<file path="config.mk">
export PLATFORM = sky130hd
export DESIGN_NAME = cdb_arbiter
export DESIGN_NICKNAME = d
export VERILOG_FILES = /design/src/rtl/cdb_arbiter.sv
export SDC_FILE = /design/constraint.sdc
export NUM_CORES = 1
export LEC_CHECK = 0
export BUFFER_PORTS_ARGS = -buffer_cell sky130_fd_sc_hd__buf_2
export CAP_MARGIN = 20
export CELL_PAD_IN_SITES_DETAIL_PLACEMENT = 0
export CELL_PAD_IN_SITES_GLOBAL_PLACEMENT = 2
export CORE_ASPECT_RATIO = 0.6
export CORE_UTILIZATION = 50
export DETAILED_ROUTE_END_ITERATION = 10
export PLACE_DENSITY_LB_ADDON = 0.05
export SLEW_MARGIN = 40
export SYNTH_ARGS = -nofsm -noshare
export SYNTH_HDL_FRONTEND = slang
export SYNTH_SLANG_ARGS = --single-unit
</file>
<file path="constraint.sdc">
create_clock -name clk -period 7.2 [get_ports clk]
set_clock_uncertainty 0.2 [all_clocks]
set_input_delay 1.08 -clock clk [delete_from_list [all_inputs] [get_ports clk]]
set_output_delay 1.08 -clock clk [all_outputs]
set_load 0.01 [all_outputs]
</file>
<file path="src/rtl/cdb_arbiter.sv">
// cdb_arbiter
// -----------------------------------------------------------------------------
// Buffers the execute/writeback result channels (0=alu, 1=forwarder, 2=mem)
// in one FIFO per source and round-robin arbitrates the FIFO heads onto a
// single registered common data bus (CDB) feeding the ROB and reservation
// stations, one result per cycle.
//
// Ports
//   clk        clock, all state updates on the rising edge
//   rst        asynchronous active-low reset (synchronous release expected)
//   flush      synchronous pipeline flush, active-high; beats push and pop
//   src_tag    NSRC x TAG_W  per-source target tag, TAG_INV = no result
//   src_data   NSRC x DATA_W per-source result
//   src_full   NSRC          per-source FIFO full (count == DEPTH)
//   cdb_tag    TAG_W         registered broadcast tag, TAG_INV when idle
//   cdb_data   DATA_W        registered broadcast data, holds when idle
//   overflow   1             sticky: a push arrived at a full FIFO and was lost
//
// Handshake: a source presents a result by driving a tag other than TAG_INV
// for one cycle; there is no ready. The producer must look at src_full[i]
// and hold off while it is high. A push into a full FIFO is accepted only if
// that FIFO is popped in the same cycle; otherwise it is dropped and
// overflow is set.
//
// Optional feature (macro CDB_PERF_EN): adds perf_bcast (cycles with a valid
// broadcast on the CDB) and perf_stall (cycles with any src_full set).
// Both are 32-bit wrapping counters cleared by rst only.
// -----------------------------------------------------------------------------
module cdb_arbiter #(
    parameter int                NSRC    = 3,
    parameter int                DEPTH   = 4,
    parameter int                TAG_W   = 5,
    parameter int                DATA_W  = 32,
    parameter logic [TAG_W-1:0]  TAG_INV = {TAG_W{1'b1}}
) (
    input  logic                     clk,
    input  logic                     rst,
    input  logic                     flush,
    input  logic [NSRC*TAG_W-1:0]    src_tag,
    input  logic [NSRC*DATA_W-1:0]   src_data,
    output logic [NSRC-1:0]          src_full,
    output logic [TAG_W-1:0]         cdb_tag,
    output logic [DATA_W-1:0]        cdb_data,
    output logic                     overflow
`ifdef CDB_PERF_EN
    ,
    output logic [31:0]              perf_bcast,
    output logic [31:0]              perf_stall
`endif
);

    localparam int PTR_W = (DEPTH > 1) ? $clog2(DEPTH) : 1;
    localparam int CNT_W = PTR_W + 1;
    localparam int RR_W  = (NSRC > 1) ? $clog2(NSRC) : 1;

    // FIFO storage (no reset needed: count gates every read)
    logic [TAG_W-1:0]  tag_mem_q  [NSRC][DEPTH];
    logic [TAG_W-1:0]  tag_mem_d  [NSRC][DEPTH];
    logic [DATA_W-1:0] data_mem_q [NSRC][DEPTH];
    logic [DATA_W-1:0] data_mem_d [NSRC][DEPTH];

    logic [PTR_W-1:0]  rd_ptr_q [NSRC];
    logic [PTR_W-1:0]  rd_ptr_d [NSRC];
    logic [PTR_W-1:0]  wr_ptr_q [NSRC];
    logic [PTR_W-1:0]  wr_ptr_d [NSRC];
    logic [CNT_W-1:0]  count_q  [NSRC];
    logic [CNT_W-1:0]  count_d  [NSRC];

    logic [RR_W-1:0]   rr_q, rr_d;
    logic [TAG_W-1:0]  cdb_tag_q, cdb_tag_d;
    logic [DATA_W-1:0] cdb_data_q, cdb_data_d;
    logic              overflow_q, overflow_d;

    logic              grant_vld;
    logic [RR_W-1:0]   grant_idx;
    logic [TAG_W-1:0]  head_tag;
    logic [DATA_W-1:0] head_data;
    logic [NSRC-1:0]   pop;
    logic [NSRC-1:0]   push_req;
    logic [NSRC-1:0]   push_ok;

    // -------------------------------------------------------------------------
    // Round-robin grant over non-empty FIFOs (counts before this cycle's pushes,
    // so a result is never bypassed onto the CDB in the cycle it arrives).
    // Each loop runs high-to-low so the last hit is the lowest index; the
    // second loop (indices at or after rr_q) overrides the wrapped first loop.
    // -------------------------------------------------------------------------
    always_comb begin
        grant_vld = 1'b0;
        grant_idx = rr_q;
        for (int i = NSRC - 1; i >= 0; i--) begin
            if (count_q[i] != '0 && RR_W'(i) < rr_q) begin
                grant_vld = 1'b1;
                grant_idx = RR_W'(i);
            end
        end
        for (int i = NSRC - 1; i >= 0; i--) begin
            if (count_q[i] != '0 && RR_W'(i) >= rr_q) begin
                grant_vld = 1'b1;
                grant_idx = RR_W'(i);
            end
        end

        head_tag  = TAG_INV;
        head_data = '0;
        for (int i = 0; i < NSRC; i++) begin
            if (grant_idx == RR_W'(i)) begin
                head_tag  = tag_mem_q[i][rd_ptr_q[i]];
                head_data = data_mem_q[i][rd_ptr_q[i]];
            end
        end
    end

    // -------------------------------------------------------------------------
    // FIFO update, CDB register and round-robin pointer
    // -------------------------------------------------------------------------
    always_comb begin
        tag_mem_d  = tag_mem_q;
        data_mem_d = data_mem_q;
        rd_ptr_d   = rd_ptr_q;
        wr_ptr_d   = wr_ptr_q;
        count_d    = count_q;
        rr_d       = rr_q;
        cdb_tag_d  = TAG_INV;
        cdb_data_d = cdb_data_q;
        overflow_d = overflow_q;
        pop        = '0;
        push_req   = '0;
        push_ok    = '0;

        if (flush) begin
            for (int i = 0; i < NSRC; i++) begin
                rd_ptr_d[i] = '0;
                wr_ptr_d[i] = '0;
                count_d[i]  = '0;
            end
            rr_d = '0;
        end else begin
            if (grant_vld) begin
                cdb_tag_d  = head_tag;
                cdb_data_d = head_data;
                rr_d       = (grant_idx == RR_W'(NSRC - 1)) ? '0 : grant_idx + 1'b1;
            end
            for (int i = 0; i < NSRC; i++) begin
                pop[i]      = grant_vld && (grant_idx == RR_W'(i));
                push_req[i] = (src_tag[i*TAG_W +: TAG_W] != TAG_INV);
                // A full FIFO still accepts when its head leaves this cycle;
                // with wr_ptr == rd_ptr the slot written is the one vacated.
                push_ok[i]  = push_req[i] && ((count_q[i] != CNT_W'(DEPTH)) || pop[i]);
                if (push_req[i] && !push_ok[i]) begin
                    overflow_d = 1'b1;
                end
                if (push_ok[i]) begin
                    tag_mem_d[i][wr_ptr_q[i]]  = src_tag[i*TAG_W +: TAG_W];
                    data_mem_d[i][wr_ptr_q[i]] = src_data[i*DATA_W +: DATA_W];
                    wr_ptr_d[i] = wr_ptr_q[i] + 1'b1;
                end
                if (pop[i]) begin
                    rd_ptr_d[i] = rd_ptr_q[i] + 1'b1;
                end
                count_d[i] = count_q[i] + CNT_W'(push_ok[i]) - CNT_W'(pop[i]);
            end
        end
    end

    always_ff @(posedge clk or negedge rst) begin
        if (!rst) begin
            for (int i = 0; i < NSRC; i++) begin
                rd_ptr_q[i] <= '0;
                wr_ptr_q[i] <= '0;
                count_q[i]  <= '0;
            end
            rr_q       <= '0;
            cdb_tag_q  <= TAG_INV;
            cdb_data_q <= '0;
            overflow_q <= 1'b0;
        end else begin
            rd_ptr_q   <= rd_ptr_d;
            wr_ptr_q   <= wr_ptr_d;
            count_q    <= count_d;
            rr_q       <= rr_d;
            cdb_tag_q  <= cdb_tag_d;
            cdb_data_q <= cdb_data_d;
            overflow_q <= overflow_d;
        end
    end

    always_ff @(posedge clk) begin
        tag_mem_q  <= tag_mem_d;
        data_mem_q <= data_mem_d;
    end

    always_comb begin
        src_full = '0;
        for (int i = 0; i < NSRC; i++) begin
            src_full[i] = (count_q[i] == CNT_W'(DEPTH));
        end
    end

    assign cdb_tag  = cdb_tag_q;
    assign cdb_data = cdb_data_q;
    assign overflow = overflow_q;

`ifdef CDB_PERF_EN
    // Counters observe the registered outputs, so each edge accounts for the
    // cycle that just ended.
    logic [31:0] perf_bcast_q, perf_bcast_d;
    logic [31:0] perf_stall_q, perf_stall_d;

    always_comb begin
        perf_bcast_d = perf_bcast_q + {31'd0, (cdb_tag_q != TAG_INV)};
        perf_stall_d = perf_stall_q + {31'd0, (|src_full)};
    end

    always_ff @(posedge clk or negedge rst) begin
        if (!rst) begin
            perf_bcast_q <= '0;
            perf_stall_q <= '0;
        end else begin
            perf_bcast_q <= perf_bcast_d;
            perf_stall_q <= perf_stall_d;
        end
    end

    assign perf_bcast = perf_bcast_q;
    assign perf_stall = perf_stall_q;
`endif

endmodule

</file>
; ---- Yosys cells after proc, flatten, opt, wreduce, memory -nomap -nowiden
; Cells that the tools add are included.
[op_classes]
n_addsub = 13
n_mul = 0
div_mod_pow = 0
magnitude_cmp = 15
eq_ne = 11
shift = 0
muxes = 71
bitwise_logic = 7
n_reduce_logical = 41
[op_table]
columns = operator, n
row1 = $bwmux 128, 3
row2 = $mux 32, 12
row3 = $bmux 32 s2, 3
row4 = $demux 32 s2, 3
row5 = $mux 5, 14
row6 = $bwmux 20, 3
row7 = $bmux 5 s2, 3
row8 = $demux 5 s2, 3
row9 = $mux 2, 15
row10 = $ge 3x3->1 const B, 6
row11 = $logic_and 1x1->1, 18
row12 = $not 2->3, 6
row13 = $ne 5x5->1 const B, 3
row14 = $add 2x1->2 const B, 7
row15 = $reduce_bool 2->1, 7
row16 = $mux 6, 2
row17 = $reduce_bool 3->1, 4
row18 = $reduce_and 2->1, 5
row19 = $add 3x1->3, 3
row20 = $eq 3x3->1 const B, 3
row21 = $lt 3x1->1 const B, 3
row22 = $mux 1, 9
row23 = $mux 9, 1
row24 = $ne 3x3->1 const B, 3
row25 = other kinds (11), 19
[totals]
register_bits = 505
latch_bits = 0
ram_bits = 0
romBits = 0
input_bits = 114
output_inout_bits = 41
mem_count = 0

; ---- Longest topological paths before layout
; Gate-level depths: netlist (run 1).
[logic_depth]
depth_word = 17
depth_mapped = 13
mapped_depth_nobuf = 12

; ---- Worst setup path before layout (run 1)
; No wires, ideal clock.
[synth_timing]
path_type = input port to flip-flop
start = input port src_tag[7]
end = register data_mem_q[128] (netlist bit), enable pin
setup_time_ps = 485
t_arrival_ps = 4317
setup_slack_ps = 2198
path_stages = 4
path_cell_list = and3_1 nand3_1 o21ai_0 nor3b_1
[synth_between]
elab_chain_cells = 3
[synth_lines]
columns = item, line_no
row1 = from (decl), 39  ; input logic [NSRC*TAG_W-1:0] src_tag,
row2 = $ne 5x5->1, 146  ; push_req[i] = (src_tag[i*TAG_W +: TAG_W] != TAG_INV);
row3 = $logic_and 1x1->1, 149  ; push_ok[i] = push_req[i] && ((count_q[i] != CNT_W'(DEPTH)) || pop[i]);
row4 = $reduce_and 2->1 (no source line), -
row5 = to (signal assigned), 190  ; data_mem_q <= data_mem_d;
row6 = to (decl), 59  ; logic [DATA_W-1:0] data_mem_q [NSRC][DEPTH];
; Every way passes these cells.
; A chain may end at the register's enable or synchronous reset.

==> results.ini, run 1 <==
[logic_synthesis]
ys.flop_type = edfxtp_1
yosys.area.top_type = edfxtp_1
synthArstFlopShare = 0.1208
synthTopCellsByCount = 444 x edfxtp_1, 111 x mux4_2, 56 x dfrtp_1
netlist_instances = 943
syn-num-nets = 1076
synth_enable_flop_cells = 444
synthTopCellsByArea = edfxtp_1 68%, mux4_2 13%, dfrtp_1 7.1%
synth_warnings = 0
synth_cell_types = 54
ys_ff_latch = 505
synth_top_area_frac = 0.6794
yosysMostFrequentCell = edfxtp_1
ys_seq_area_frac = 0.7575
syn_area_per_cell_um2 = 20.81
syn_area_um2 = 19620

[timing]
hold_violations = 0
drv_slew = 0
tightest_slew_ns = 0.8276
fin_tns_setup_ns = 0
period_minus_slack_ns = 3.428
rsz0062_at_grt = false
period_share = 0.4761
final-setup-viol-count = 0
fmax_mhz = 291.7
slew_headroom = 0.4466

[route]
met1_length_um = 21200
met2_length_um = 18950
wl_met3_um = 2754
drt-total-wl_um = 43460
wl_per_cell_um = 26.07
vias = 9576
drt_iter0_drc = 821
drc = 0
ant_nets = 0
maxUsedRoutingLayer = met5
routed_via_density = 5.744
first_pass_iters = 5

[setup_path]
cp.required_ns = 7.40
cp_max_fo = 17
rr_worst_depth = 9
rr_endpoint = count_q[2]
startpoint = count_q[1]
r2r_slack_ns = 3.77
arrival_ns = 3.63
cp-end-kind = flop
r2r-start = count_q[1]
cp-start-kind = flop
worstSetupPathType = flop to flop
cp-endpoint = count_q[2]

[clocking]
clkTransAtPathRegs_ns = 0.07
ctsRootBufferMaster = clkbuf_16
h-tree-depth = 2
cts_buffers = 46
holdBufCountCts = 0
cts_setup_buffers = 0
cts_resized = 0
ctsLongestPathBuffers = 3
cts_tree = yes
clk_latency_ns = 0.56
clkSinkCount = 505

[placed_design]
place_congestion = 0.7464
dp_hpwl_um = 26940
io_buffers = 154

[grt]
antenna_found_initial = 4
grt_pass1_vias = 9669
grt_pass1_wl_um = 64670
grtUsageTotal = 0.2249
grt_max_degree = 62
grt_overflow = 0

[die]
initial_core_util = 0.5138
coreArea_um2 = 38190
io_pins = 155
fp.dieArea_um2 = 40070
num_rows = 55
fp.dieW_um = 257.8
fp.dieH_um = 155.5

[hold_path]
holdCritPathClass = flop to flop

[pwr]
sw_frac_of_total = 0.3091
pwr-share-clk = 0.269
power.density_nw_per_um2 = 395.1
pwr-share-seq = 0.452
switching_power_uw = 2747
ir_worst_vdd_v = 0.0001991
power_frac_comb = 0.280
power_leakage_uw = 0.007635
p_int_uw = 6139

[flow_run]
max-cap-violations = 0

[status]
outcome = finished, final reports clean

[cells_and_area]
area_growth_pct = 14.62
nets = 1251
drive_gt1_frac = 0.3351
utilization = 0.5889

==> worst min-delay path by stage <==
stage                     slack, ns        start          end  depth (start not counted)
after floorplan                0.31     overflow     overflow                          2
after global routing           0.35  cdb_data[1]  cdb_data[1]                          2
after CTS                      0.29     overflow     overflow                          2
final                          0.29     overflow     overflow                          2
after global placement         0.29     overflow     overflow                          2
after detailed placement       0.27     overflow     overflow                          2
==> per-stage QoR <==
stage / total power [µW] / hold WS, ns / cell area, µm² / cells / setup WS, ns
after floorplan: 5668 / 0.3100 / 19620 / 943 / 2.198
after global placement: 6568 / 0.2858 / 21020 / 1583 / 3.654
after detailed placement: 6587 / 0.2693 / 21040 / 1583 / 3.683
final: 8886 / 0.2888 / 22490 / 1667 / 3.772
after CTS: 8977 / 0.2851 / 22480 / 1665 / 3.783
after global routing: 9306 / 0.3469 / 22490 / 1666 / 3.572
==> logic make-up after synthesis <==
kind of cell	count (synthesis)	synth area share
compound gates	109	0.03800
xor+xnor	10	0.004463
fa+ha+maj	19	0.01326
buf+inv	63	0.01473
flops	505	0.7575
mux	148	0.1464
simple gates	89	0.02563
==> sequential cells by signal (all words and copies together) (netlist names) <==
register / count
data_mem_q: 384
tag_mem_q: 60
cdb_data: 32
count_q: 9
rd_ptr_q: 6
wr_ptr_q: 6
cdb_tag: 5
rr_q: 2
overflow: 1
==> power by group through the flow <==
| stage | Clock [µW] | Sequential (µW) | Combinational [µW] |
|---|---|---|---|
| final | 2390 | 4020 | 2480 |
| after detailed placement | 0 | 4080 | 2510 |
| after global routing | 2540 | 4070 | 2700 |
| after CTS | 2440 | 4020 | 2520 |
| after floorplan | 0 | 4040 | 1630 |
| after global placement | 0 | 4060 | 2510 |
==> critical path, stage by stage (launching register included) <==
cell and delay (ns):
dfrtp_1 0.43, nor3_2 0.51, o21ai_2 0.20, o211ai_2 0.72
or4_1 0.28, o21ai_1 0.11, ha_1 0.21, fa_1 0.40
xnor2_1 0.16, nor2_1 0.06
==> final cells by class <==
type / instances / area, µm²
Antenna cell: 2 / 5.005
Clock buffer: 64 / 1249
Clock inverter: 18 / 195.2
Fill cell: 2822 / 15700
Inverter: 14 / 52.55
Multi-Input combinational cell: 375 / 4524
Sequential cell: 505 / 14880
Tap cell: 513 / 641.9
Timing Repair Buffer: 176 / 949.7
==> per-layer routing <==
metal,track usage,vias to the layer above
met3,0.04920,50
met5,0,-
met4,0.04536,2
met2,0.3219,263
li1,-,4220
met1,0.3565,5041
==> placed cells by master, fill, tap and decap left out, types with 6 or more instances in the layout <==
master and n:
edfxtp_1 444, clkinv_2 8, nand3_1 7, nor2b_1 8, o21ai_0 36, and2_2 6, mux2i_1 35, clkbuf_1 15
a22oi_1 32, buf_4 20, nand2_1 10, nor3_1 6, buf_2 153, ha_1 16, a21oi_1 9, clkbuf_16 46
dfrtp_1 50, mux4_2 111, inv_1 14, xnor2_1 8, nor2_1 18
Power figures use the tool's default switching activity.
==> run 2, diff against run 1 <==
--- a/config.mk
+++ b/config.mk
@@ -10,7 +10,7 @@
 export CELL_PAD_IN_SITES_DETAIL_PLACEMENT = 0
 export CELL_PAD_IN_SITES_GLOBAL_PLACEMENT = 2
 export CORE_ASPECT_RATIO = 0.6
-export CORE_UTILIZATION = 50
+export CORE_UTILIZATION = 46
 export DETAILED_ROUTE_END_ITERATION = 10
 export PLACE_DENSITY_LB_ADDON = 0.05
 export SLEW_MARGIN = 40
==> constraint.sdc (replaced) <==
create_clock -name clk -period 3.6 [get_ports clk]
set_clock_uncertainty 0.2 [all_clocks]
set_input_delay 0.54 -clock clk [delete_from_list [all_inputs] [get_ports clk]]
set_output_delay 0.54 -clock clk [all_outputs]
set_load 0.01 [all_outputs]
==> run 2 against run 1 <==
  * Utilization decreased by 2.4 points
  * First-iteration DRC count down 0.73%
  * Clock-buffer cell count rose by 3
  * Die area rose by 8.6%
  * Combinational power is 120% higher
  * Final area up 5.4%
  * Via count is 3.5% higher
  * Critical path depth is 3 higher
  * Clock power increased by 95%
  * Highest routed layer is now met4
==> results.ini, run 2 (synthesis gave the netlist of run 1 again) <==
[die]
num_rows = 58
io_pins = 155
fp.dieW_um = 268.6
fp.dieH_um = 162.0
initial_core_util = 0.4678
fp.dieArea_um2 = 43520
coreArea_um2 = 41950

[timing]
tightest_slew_ns = 0.6900
rsz0062_at_grt = false
final-setup-viol-count = 0
period_minus_slack_ns = 3.268
drv_slew = 0
period_share = 0.9079
hold_violations = 0
holdWs_ns = 0.02831
slew_headroom = 0.5400
fmax_mhz = 306.0

[clocking]
cts_tree = yes
cts_resized = 0
cts_buffers = 46
holdBufCountCts = 89
clkSinkCount = 505
ctsLongestPathBuffers = 3
ctsRootBufferMaster = clkbuf_16
h-tree-depth = 2
clkTransAtPathRegs_ns = 0.07
clk_latency_ns = 0.56
cts_setup_buffers = 0

[route]
routed_via_density = 5.415
ant_nets = 0
drt-total-wl_um = 44000
drt_iter0_drc = 815
drc = 0
wl_per_cell_um = 24.04
first_pass_iters = 5
vias = 9909

[grt]
grt_overflow = 0
antenna_found_initial = 1
grt_pass1_vias = 9815
grt_max_degree = 39
grtUsageTotal = 0.2083
grt_pass1_wl_um = 65120

[setup_path]
cp-start-kind = flop
cp-end-kind = flop
rr_endpoint = count_q[8]
arrival_ns = 3.52
worstSetupPathType = flop to flop
r2r-start = count_q[1]
cp_max_fo = 7
rr_worst_depth = 12
r2r_slack_ns = 0.33
cp.required_ns = 3.86

[cells_and_area]
fillCellCount = 3267
largest_reg_flops = 384
final_common_cell = edfxtp_1
area_growth_pct = 20.78
drive_gt1_frac = 0.3188
stdcell_count = 1830
final_cell_mix = 444 x edfxtp_1, 153 x buf_2, 111 x mux4_2
final_cell_area_um2 = 23700
regMostFlops = data_mem_q
nets = 1354

[placed_design]
io_buffers = 154
place_inst = 1654
dpl-instance-area_um2 = 21380
place_congestion = 0.8222
dp_hpwl_um = 28520

[hold_path]
holdCritPathClass = input port to flop
hold_depth = 1
min-delay-start = src_data[19]
hold_end = data_mem_q[307]

[pwr]
power.density_nw_per_um2 = 763.1
ir_worst_vdd_v = 0.0003492
power_leakage_uw = 0.008111

[flow_run]
max-cap-violations = 0

[status]
outcome = finished, final reports clean

[run 2: cell types whose count changed in the layout (fill, tap and decap cells not counted), moves of 2 or more]
cell and change:
dlygate4sd3_1 +89, buf_12 +14, buf_4 +3, buf_6 -3, bufinv_16 -3, clkbuf_16 +3, and2_2 +2, and2_4 -2
clkinv_2 +2, clkinvlp_4 +2
[run 2: critical path: stages (launching register included)]
cell and delay (ns):
dfrtp_1 0.43, or3_1 0.50, o21ai_1 0.28, a21boi_1 0.20
or2_2 0.32, ha_1 0.29, inv_1 0.06, ha_1 0.13
inv_1 0.05, fa_1 0.36, xor2_1 0.16, xnor2_1 0.13
nor2_1 0.05
[run 2: report_power, final]
part | switching [µW] | internal [µW] | total [µW]
logic | 3100 | 2250 | 5350
registers | 504 | 7570 | 8070
clock network | 2050 | 2610 | 4660
[run 2: layout make-up]
type | count | area [µm²] | share of cell area
Clock buffer | 67 | 1314 | 0.05543
Inverter | 14 | 52.55 | 0.002217
Multi-Input combinational cell | 375 | 4522 | 0.1908
Timing Repair Buffer | 279 | 2110 | 0.08900
Sequential cell | 505 | 14870 | 0.6275
Antenna cell | 2 | 5.005 | 0.0002112
Clock inverter | 18 | 113.9 | 0.004804
Tap cell | 570 | 713.2 | 0.03009
[run 2: how the worst max path moves through the flow]
stage,start,end
floorplan,count_q[7],data_mem_q[128]
global placement,count_q[1],count_q[8]
detailed placement,count_q[1],count_q[8]
CTS,count_q[1],count_q[8]
global route,count_q[1],count_q[8]
finish,count_q[1],count_q[8]
[run 2: metrics by stage]
step	setup TNS [ns]	utilization	total power [µW]	worst slack [ns]
after floorplan	-182.09	-	11340	-1.230
after global placement	0	0.5094	13530	0.3772
after detailed placement	0	0.5096	13530	0.3705
after CTS	0	0.5649	18310	0.3514
after global routing	0	0.5650	18980	0.1278
final	0	0.5651	18090	0.3316
[run 2: routing by layer]
| layer | up-vias | GRT usage | wire length, µm |
|---|---|---|---|
| li1 | 4430 | - | - |
| met2 | 271 | 0.2849 | 18530 |
| met5 | - | 0 | 0 |
| met3 | 43 | 0.04488 | 2818 |
| met4 | 0 | 0.04184 | 570 |
| met1 | 5165 | 0.3414 | 22080 |
